===== config.mk =====
export PLATFORM = sky130hd
export DESIGN_NAME = uart_tx_fifo_flat
export DESIGN_NICKNAME = d
export VERILOG_FILES = /design/src/rtl/uart_tx_fifo_if.sv /design/src/rtl/uart_tx_fifo.sv /design/src/flat_wrapper.sv
export SDC_FILE = /design/constraint.sdc
export NUM_CORES = 1
export LEC_CHECK = 0
export ABC_AREA = 1
export BUFFER_PORTS_ARGS = -buffer_cell sky130_fd_sc_hd__buf_2
export CORE_MARGIN = 2
export CORE_UTILIZATION = 50
export DETAILED_ROUTE_END_ITERATION = 12
export GPL_ROUTABILITY_DRIVEN = 0
export GPL_TIMING_DRIVEN = 1
export HOLD_SLACK_MARGIN = 0.12
export PLACE_DENSITY = 0.66
export SYNTH_ARGS = -nofsm -noshare
export SYNTH_HDL_FRONTEND = slang
export SYNTH_SLANG_ARGS = --single-unit

===== constraint.sdc =====
create_clock -name clk -period 2.1 [get_ports clk]
set_input_delay 0.42 -clock clk [delete_from_list [all_inputs] [get_ports clk]]
set_output_delay 0.42 -clock clk [all_outputs]
set_load 0.1 [all_outputs]

===== src/rtl/uart_tx_fifo_if.sv =====
// Write-side bus of the UART transmitter: the core pushes bytes with a strobe,
// and the peripheral reports its FIFO and line status back.
interface uart_tx_fifo_if;
  logic       wr_en;
  logic [7:0] wr_data;
  logic       full;
  logic       busy;
  logic       overflow;
  logic       tx;

  // Core side: offers bytes, observes status and the serial line.
  modport master (
    output wr_en, wr_data,
    input  full, busy, overflow, tx
  );

  // Peripheral side.
  modport slave (
    input  wr_en, wr_data,
    output full, busy, overflow, tx
  );
endinterface


===== src/rtl/uart_tx_fifo.sv =====
// Buffered 8N1 UART transmitter. Bytes written by the core land in a small
// circular FIFO; the transmit FSM pops them one at a time and shifts each out
// LSB first, framed by a low start bit and a high stop bit, CLK_DIV clocks per
// bit. Frames queued back-to-back follow each other with no idle gap.
module uart_tx_fifo #(
  parameter int CLK_DIV = 16,
  parameter int DEPTH   = 4
) (
  input  logic           clk,
  input  logic           rst,
  uart_tx_fifo_if.slave  bus
);

  localparam int PW = (DEPTH > 1) ? $clog2(DEPTH) : 1;
  localparam int BW = (CLK_DIV > 1) ? $clog2(CLK_DIV) : 1;

  localparam logic [PW:0]   FULL_CNT  = (PW+1)'(DEPTH);
  localparam logic [PW:0]   CNT_ONE   = (PW+1)'(1);
  localparam logic [PW-1:0] PTR_ONE   = PW'(1);
  localparam logic [BW-1:0] BAUD_LAST = BW'(CLK_DIV - 1);
  localparam logic [BW-1:0] BAUD_ONE  = BW'(1);

  typedef enum logic [1:0] {
    IDLE,
    START,
    DATA,
    STOP
  } state_t;

  state_t        state_q, state_d;
  logic [7:0]    mem [DEPTH];
  logic [PW-1:0] wr_ptr_q, rd_ptr_q;
  logic [PW:0]   count_q, count_d;
  logic [BW-1:0] baud_q, baud_d;
  logic [2:0]    bit_q, bit_d;
  logic [7:0]    shift_q, shift_d;
  logic          tx_q, tx_d;
  logic          busy_q;
  logic          overflow_q;

  logic          full;
  logic          pop;
  logic          wr_acc;
  logic          baud_end;

  assign full     = (count_q == FULL_CNT);
  assign baud_end = (baud_q == BAUD_LAST);
  // A full FIFO still takes a byte when the head leaves in the same cycle.
  assign wr_acc   = bus.wr_en && (!full || pop);

  assign bus.full     = full;
  assign bus.busy     = busy_q;
  assign bus.overflow = overflow_q;
  assign bus.tx       = tx_q;

  // FIFO occupancy after this edge's write and pop.
  always_comb begin
    count_d = count_q;
    unique case ({wr_acc, pop})
      2'b10:   count_d = count_q + CNT_ONE;
      2'b01:   count_d = count_q - CNT_ONE;
      default: count_d = count_q;
    endcase
  end

  // Transmit FSM: next state, line level, bit timing and the pop decision.
  always_comb begin
    // NOTE: every signal gets a default before the case so no path leaves it
    // unassigned; a missing default here would infer a latch.
    state_d = state_q;
    tx_d    = tx_q;
    baud_d  = baud_q;
    bit_d   = bit_q;
    shift_d = shift_q;
    pop     = 1'b0;

    unique case (state_q)
      IDLE: begin
        tx_d = 1'b1;
        if (count_q != '0) begin
          pop     = 1'b1;
          shift_d = mem[rd_ptr_q];
          state_d = START;
          tx_d    = 1'b0;
          baud_d  = '0;
        end
      end

      START: begin
        if (baud_end) begin
          state_d = DATA;
          tx_d    = shift_q[0];
          bit_d   = 3'd0;
          baud_d  = '0;
        end else begin
          baud_d = baud_q + BAUD_ONE;
        end
      end

      DATA: begin
        if (baud_end) begin
          baud_d = '0;
          if (bit_q == 3'd7) begin
            state_d = STOP;
            tx_d    = 1'b1;
          end else begin
            bit_d   = bit_q + 3'd1;
            shift_d = shift_q >> 1;
            tx_d    = shift_q[1];
          end
        end else begin
          baud_d = baud_q + BAUD_ONE;
        end
      end

      STOP: begin
        if (baud_end) begin
          baud_d = '0;
          if (count_q != '0) begin
            // Next byte already waiting: start its frame without an idle bit.
            pop     = 1'b1;
            shift_d = mem[rd_ptr_q];
            state_d = START;
            tx_d    = 1'b0;
          end else begin
            state_d = IDLE;
          end
        end else begin
          baud_d = baud_q + BAUD_ONE;
        end
      end
    endcase
  end

  // FIFO storage write port.
  always_ff @(posedge clk) begin
    // NOTE: the storage array has no reset; an entry is only read after it was
    // written, so clearing it would cost logic and buy nothing.
    if (wr_acc) mem[wr_ptr_q] <= bus.wr_data;
  end

  // Control and datapath registers; reset aborts any frame in flight.
  always_ff @(posedge clk or negedge rst) begin
    if (!rst) begin
      state_q    <= IDLE;
      wr_ptr_q   <= '0;
      rd_ptr_q   <= '0;
      count_q    <= '0;
      baud_q     <= '0;
      bit_q      <= 3'd0;
      shift_q    <= 8'h00;
      tx_q       <= 1'b1;
      busy_q     <= 1'b0;
      overflow_q <= 1'b0;
    end else begin
      // NOTE: non-blocking assignments so every register samples pre-edge
      // values, independent of statement order.
      state_q    <= state_d;
      count_q    <= count_d;
      baud_q     <= baud_d;
      bit_q      <= bit_d;
      shift_q    <= shift_d;
      tx_q       <= tx_d;
      busy_q     <= (state_d != IDLE) || (count_d != '0);
      overflow_q <= overflow_q | (bus.wr_en & ~wr_acc);
      if (wr_acc) wr_ptr_q <= wr_ptr_q + PTR_ONE;
      if (pop)    rd_ptr_q <= rd_ptr_q + PTR_ONE;
    end
  end

endmodule


===== src/flat_wrapper.sv =====
// flat-port wrapper written by rule: the top's interface ports become plain ports
module uart_tx_fifo_flat 
#(
  parameter int CLK_DIV = 16,
  parameter int DEPTH   = 4
)
  (clk, rst, bus_wr_en, bus_wr_data, bus_full, bus_busy, bus_overflow, bus_tx);
  uart_tx_fifo_if bus_i ();
  input  logic clk;
  input  logic rst;
  input wire logic [$bits(bus_i.wr_en)-1:0] bus_wr_en;
  input wire logic [$bits(bus_i.wr_data)-1:0] bus_wr_data;
  output wire logic [$bits(bus_i.full)-1:0] bus_full;
  output wire logic [$bits(bus_i.busy)-1:0] bus_busy;
  output wire logic [$bits(bus_i.overflow)-1:0] bus_overflow;
  output wire logic [$bits(bus_i.tx)-1:0] bus_tx;
  assign bus_i.wr_en = bus_wr_en;
  assign bus_i.wr_data = bus_wr_data;
  assign bus_full = bus_i.full;
  assign bus_busy = bus_i.busy;
  assign bus_overflow = bus_i.overflow;
  assign bus_tx = bus_i.tx;
  uart_tx_fifo #(.CLK_DIV(CLK_DIV), .DEPTH(DEPTH)) u_core (.clk(clk), .rst(rst), .bus(bus_i));
endmodule

* Word-level counts from Yosys, hierarchy flattened
Memories as Yosys holds them, arrays and structs flattened.
Cells that the tools add are included.
** Storage, ports and cells
- Word-level logic and storage cells :: 80
- RAM bits :: 32
- Register bits :: 27
- Memories kept :: 1
- Output and inout bits :: 4
- Input bits :: 11
** Memories
- u_core.mem :: words 4, width 8, rd ports 1, clocked after Yosys merged registers in 0, wr ports 1, line uart_tx_fifo.sv:31 : logic [7:0] mem [DEPTH];
** Cells by class
- Add/subtract/negate cells :: 6
- Equal/unequal tests :: 14
- Bitwise logic cells :: 3
- Reductions and logical operators :: 14
- Multiplexer cells :: 32
** Operators by type and width (count)
- $mux 8 :: 4
- $pmux 8 s3 :: 1
- $pmux 3 s2 :: 2
- $reduce_and 4->1 :: 3
- $mux 1 :: 11
- $mux 2 :: 5
- $ne 2x1->1 const B :: 5
- $mux 3 :: 3
- $reduce_bool 3->1 :: 3
- $mux 4 :: 2
- $pmux 2 s4 :: 1
- $pmux 4 s2 :: 1
- $add 3x1->3 const B :: 2
- $eq 2x2->1 const B :: 3
- $eq 3x3->1 const B :: 2
- $add 2x1->2 const B :: 2
- $add 4x1->4 const B :: 1
- $eq 2x1->1 const B :: 2
- $eq 4x4->1 const B :: 1
- $pmux 1 s4 :: 1
- $reduce_bool 2->1 :: 2
- $reduce_or 3->1 :: 1
- $sub 3x1->3 const B :: 1
- $logic_not 2->1 :: 1
- other kinds (8) :: 9

* Longest topological paths before layout
- Depth after elaboration :: 10
- Mapped depth :: 13
- Gate-level depth less buffers :: 13

* Least setup slack after synthesis
No wires, ideal clock.
- Path kind :: flip-flop to flip-flop
- Start :: reg u_core.baud_q[0]
- End :: reg u_core.busy_q (netlist: u_core.bus.busy)
- Arrival time :: 1.896 ns
- Setup time :: 0.128 ns
- Clock period less this slack :: 2.024 ns
- Required time :: 1.972 ns
- Buffers on the path :: 0
- Slack :: 0.076 ns
- Stages on the path, launching flop included :: 14
- Cells stage by stage :: dfrtp_1 -> ha_1 -> nand2_2 -> nor2_8 -> nand3_4 -> nand2_4 -> nand3_2 -> fa_1 -> inv_1 -> nand4_1 -> nand2_1 -> nand2_1 -> nand2_1 -> nand3_1
** On the way
- Cells in the longest elaborated chain, start to end :: 9
- Elaborated cells on any way between the ends :: 15
- Classes of those cells :: eq/ne: 3; mux: 7; reduce/logical: 5
** Ends and longest elaborated chain
- start: declaration :: line uart_tx_fifo.sv:34 : logic [BW-1:0] baud_q, baud_d;
- start signal: assignment :: line uart_tx_fifo.sv:160 : baud_q <= baud_d;
- $eq 4x4->1 * :: line uart_tx_fifo.sv:47 : assign baud_end = (baud_q == BAUD_LAST);
- $mux 1 :: line uart_tx_fifo.sv:117 : if (baud_end) begin
- $pmux 1 s2 :: line uart_tx_fifo.sv:77 : unique case (state_q)
- $logic_or 1x1->1 :: line uart_tx_fifo.sv:49 : assign wr_acc = bus.wr_en && (!full || pop);
- $logic_and 1x1->1 :: line uart_tx_fifo.sv:49
- $eq 2x1->1 / $eq 2x2->1 (equally long branches) :: line uart_tx_fifo.sv:59 : unique case ({wr_acc, pop})
- $pmux 3 s2 :: line uart_tx_fifo.sv:59
- $reduce_bool 3->1 :: line uart_tx_fifo.sv:164 : busy_q <= (state_d != IDLE) || (count_d != '0);
- $logic_or 1x1->1 * :: line uart_tx_fifo.sv:164
- end signal: assignment :: line uart_tx_fifo.sv:164
- end: declaration :: line uart_tx_fifo.sv:38 : logic busy_q;
Mark *: on every way between the ends. The rest lies on a longest branch, timed or not.
A chain may end at the register's enable or synchronous reset.

* Worst setup path in the final report
- Start :: reg u_core.baud_q[1]
- End :: reg u_core.busy_q (netlist: u_core.bus.busy)
The elaborated chain is that of the path after synthesis.

==> impl_table.tex <==
\begin{tabular}{lr}
\hline
Metric & Value \\
\hline
\multicolumn{2}{l}{\textbf{Finish}} \\
Number of antenna cells inserted & 0 \\
Area used by sequential logic in the layout & 1638 um\^{}2 \\
Non-filler instance count after layout & 377 \\
Relative area change from synthesis to final layout & 15.07\% \\
Layout Utilization & 59.01\% \\
\# fillers & 488 \\
Fraction of final layout cells with drive strength greater than 1 & 22.95\% \\
Final design instance area without fill & 3229 um\^{}2 \\
Total area of multi-input combinational cells & 1041 um\^{}2 \\
Post-layout nets & 324 \\
\multicolumn{2}{l}{\textbf{Place}} \\
Worst setup timing slack at the placement stage & 0.002689 ns \\
Count of port buffers added during placement & 14 \\
DP Cell Count & 360 \\
Placed cell area & 3019 um\^{}2 \\
Detail Placement HPWL & 3475 um \\
\multicolumn{2}{l}{\textbf{STA}} \\
Sum of negative setup slack & 0 ns \\
RSZ-0062 raised after global routing & no \\
Endpoints failing hold & 0 \\
Final count of pins violating max slew & 0 \\
Final cycle utilization of the critical path & 93.79\% \\
Max-slew headroom at the worst pin & 59.54\% \\
F\_max & 0.5077 GHz \\
Setup violations, final & 0 \\
Min Clock Period, post-route & 1.970 ns \\
Pin slew with the least headroom to its limit & 0.6069 ns \\
Crit path setup slack, layout & 0.1304 ns \\
Worst Skew & 0.008858 ns \\
\multicolumn{2}{l}{\textbf{Pwr}} \\
NetSw & 935.9 uW \\
Share of total power in the clock network & 31.9\% \\
Leakage Power & 0.001445 uW \\
Relative contribution of sequential cells to total power & 48.3\% \\
Largest voltage drop on the vdd net & 0.001097 V \\
Share of total power in combinational logic & 19.7\% \\
P per Cell Area & 948.5 nW/um\^{}2 \\
Internal power & 2127 uW \\
Switching fraction of total power & 30.55\% \\
\multicolumn{2}{l}{\textbf{Worst hold path}} \\
Path category of the worst min-delay check & in -> reg \\
Number of cells on the worst hold path & 1 \\
Endpoint, Worst Hold & u\_core.mem[3][4] \\
Worst Min Path Start & bus\_wr\_data[4] \\
\multicolumn{2}{l}{\textbf{Floorplanning}} \\
Cell Rows & 27 \\
Num ports & 15 \\
Full die area & 6228 um\^{}2 \\
Starting Density & 51.28\% \\
Die X & 78.92 um \\
Height of the die & 78.92 um \\
Core Region & 5473 um\^{}2 \\
\multicolumn{2}{l}{\textbf{Worst setup path}} \\
Worst Reg2Reg Path Length in Cells & 13 \\
Startpoint of the worst register-to-register path & u\_core.baud\_q[1] \\
Register-to-register path setup slack & 0.13 ns \\
Kind of launch point of the worst setup path & register \\
Cell with the most instances on the worst path & nand2\_1 \\
Worst Path Required & 2.31 ns \\
Data arrival, critical path & 2.18 ns \\
Worst path buffer plus inverter count & 1 \\
Critical Path Sink Type & register \\
Worst path max stage delay & 0.41 ns \\
Cell with the biggest individual delay on the critical path & dfrtp\_1 \\
Endpoint of the worst-slack reg-to-reg timing path & u\_core.bus.busy \\
Cell-by-cell trace of the critical path & ha\_4, nand2\_2, nor2\_8, nand3\_4, nand2\_4, nand3\_2, fa\_2, inv\_1, nand4\_1, nand2\_1, nand2\_1, nand2\_1, nand3\_1 \\
CP max FO & 3 \\
Kind of cell adding the most delay to the critical path & simple AND/OR/NAND/NOR gates \\
Type of the worst setup path & reg -> reg \\
\multicolumn{2}{l}{\textbf{Yosys}} \\
Area share of the largest cell type after synthesis & 34.24\% \\
Post-Syn Instances & 269 \\
Most numerous cell types in the synthesized netlist & 38 x nand2\_1, 32 x edfxtp\_1, 30 x nor2\_1 \\
Count of cell types in the netlist & 32 \\
Sequential fraction of the synthesis area & 58.36\% \\
Average footprint of a synthesized cell & 10.43 um\^{}2 \\
Leading cell type by number of instances after synthesis & nand2\_1 \\
Number of flops mapped to enable cells by yosys & 32 \\
Count of synthesis-stage warnings from yosys & 0 \\
Most area-consuming cells after synthesis & edfxtp\_1 34\%, dfrtp\_1 23\%, ha\_1 5.3\%, nand2\_1 5.1\%, o21ai\_0 4.8\% \\
Register bit total from synthesis & 59 \\
Library cell occupying the most area in the post-synthesis netlist & edfxtp\_1 \\
Nets in the synthesized netlist & 293 \\
Post-Syn Area & 2806 um\^{}2 \\
Async S/R FF share, synth & 45.76\% \\
Top FF cell, synth & edfxtp\_1 \\
\multicolumn{2}{l}{\textbf{Route}} \\
Detailed router's first-iteration violation count & 77 \\
WL final & 5120 um \\
DR vias & 1,919 \\
Length of the first detailed-routing pass in iterations & 4 \\
Detailed-route vias per instance & 5.090 \\
Number of nets with antenna violations after routing & 0 \\
Post-detailed-route DRC marker count & 0 \\
Detail-routed net length per standard cell & 13.58 um \\
\multicolumn{2}{l}{\textbf{Clock tree}} \\
CTS root buf & clkbuf\_8 \\
Clk buf depth & 2 \\
Clock H-tree levels & 3 \\
Worst-path clk slew & 0.07 ns \\
Number of setup buffers added after CTS & 0 \\
Clock latency on the worst-skew pair & 0.33 ns \\
CTS tree & built \\
Num Clock Sinks & 59 \\
Cts bufs inserted & 9 \\
\multicolumn{2}{l}{\textbf{Global routing}} \\
Vias in the first global route & 1,856 \\
All-Layer GR Usage & 18.77\% \\
Antenna violations before repair & 0 \\
GRT Residual Overflow & 0 \\
Global-route wire length before repair & 8769 um \\
Pin count of the biggest net entering global routing & 28 \\
\multicolumn{2}{l}{\textbf{Job}} \\
Max-cap violations & 0 \\
\multicolumn{2}{l}{\textbf{Status}} \\
Status & finished clean \\
\hline
\end{tabular}
## final cells by class
cell class / instances / share of cell area [%]
Clock buffer: 11 / 4.068
Clock inverter: 5 / 1.666
Inverter: 28 / 3.255
Multi-Input combinational cell: 175 / 32.24
Sequential cell: 59 / 50.72
Tap cell: 72 / 2.790
Timing Repair Buffer: 27 / 5.269
## power groups by stage
stage               logic [uW]  clock network [uW]  registers [uW]
finish                     605                 978            1480
global route               683                1060            1500
CTS                        611                1000            1480
floorplan                  375                   0            1550
global placement           589                   0            1500
detailed placement         603                   0            1500
## routing by layer
layer  track usage, %  wire, um  vias up
li1                 -         -      977
met1            24.71      2510      905
met2            29.32      2389       31
met3            5.795       163        6
met4            7.241        55        0
met5                0         0        -
## flip-flops by register name (all words and copies together), names as in the netlist
name and cells:
u_core.mem 32, u_core.shift_q 8, u_core.baud_q 4, u_core.bit_q 3, u_core.count_q 3, u_core.rd_ptr_q 2, u_core.state_q 2, u_core.wr_ptr_q 2
u_core.bus.busy 1, u_core.bus.overflow 1, u_core.bus.tx 1
## how the worst max path moves through the flow
stage,from,endpoint,slack (ns),depth (start not counted)
final,u_core.baud_q[1],u_core.bus.busy,0.13,13
after CTS,u_core.baud_q[0],u_core.bus.busy,0.03,13
after detailed placement,u_core.baud_q[0],u_core.bus.busy,0.003,13
after global placement,u_core.baud_q[1],u_core.bus.busy,0.1,13
after floorplan,u_core.baud_q[0],u_core.bus.busy,0.08,13
after global routing,u_core.baud_q[1],u_core.bus.busy,0.01,13
## repair_timing
item                       in CTS  in global routing
pin swaps                       0                  3
resized for setup               2                  2
hold endpoints to repair        2                  0
hold buffers                    1                  0
setup endpoints to repair       1                 11
## metrics by stage
stage	power [uW]	hold slack, ns
6_report	3063	0.2994
3_5_place_dp	2106	0.4612
4_1_cts	3092	0.2877
3_3_place_gp	2088	0.4592
5_1_grt	3240	0.2823
2_1_floorplan	1926	0.1244
## placed cells by master, fill, tap and decap left out, drive strengths merged, types with 8 or more instances in the layout
master	instances
nand2	46
o21ai	37
nor2	33
edfxtp	32
inv	28
dfrtp	26
buf	26
ha	12
nand3	12
clkbuf	11
o22ai	8
## cell families after synthesis
kind of cell	count (synthesis)	share of synthesized area [%]
flip-flops	59	58.36
adder cells (fa/ha/maj)	13	6.063
AND/OR/NAND/NOR	101	17.57
XOR/XNOR	2	0.6243
AO/OA/AOI/OAI	59	12.31
buffers and inverters	35	5.082
No activity file was read; power rests on OpenSTA's default activity.
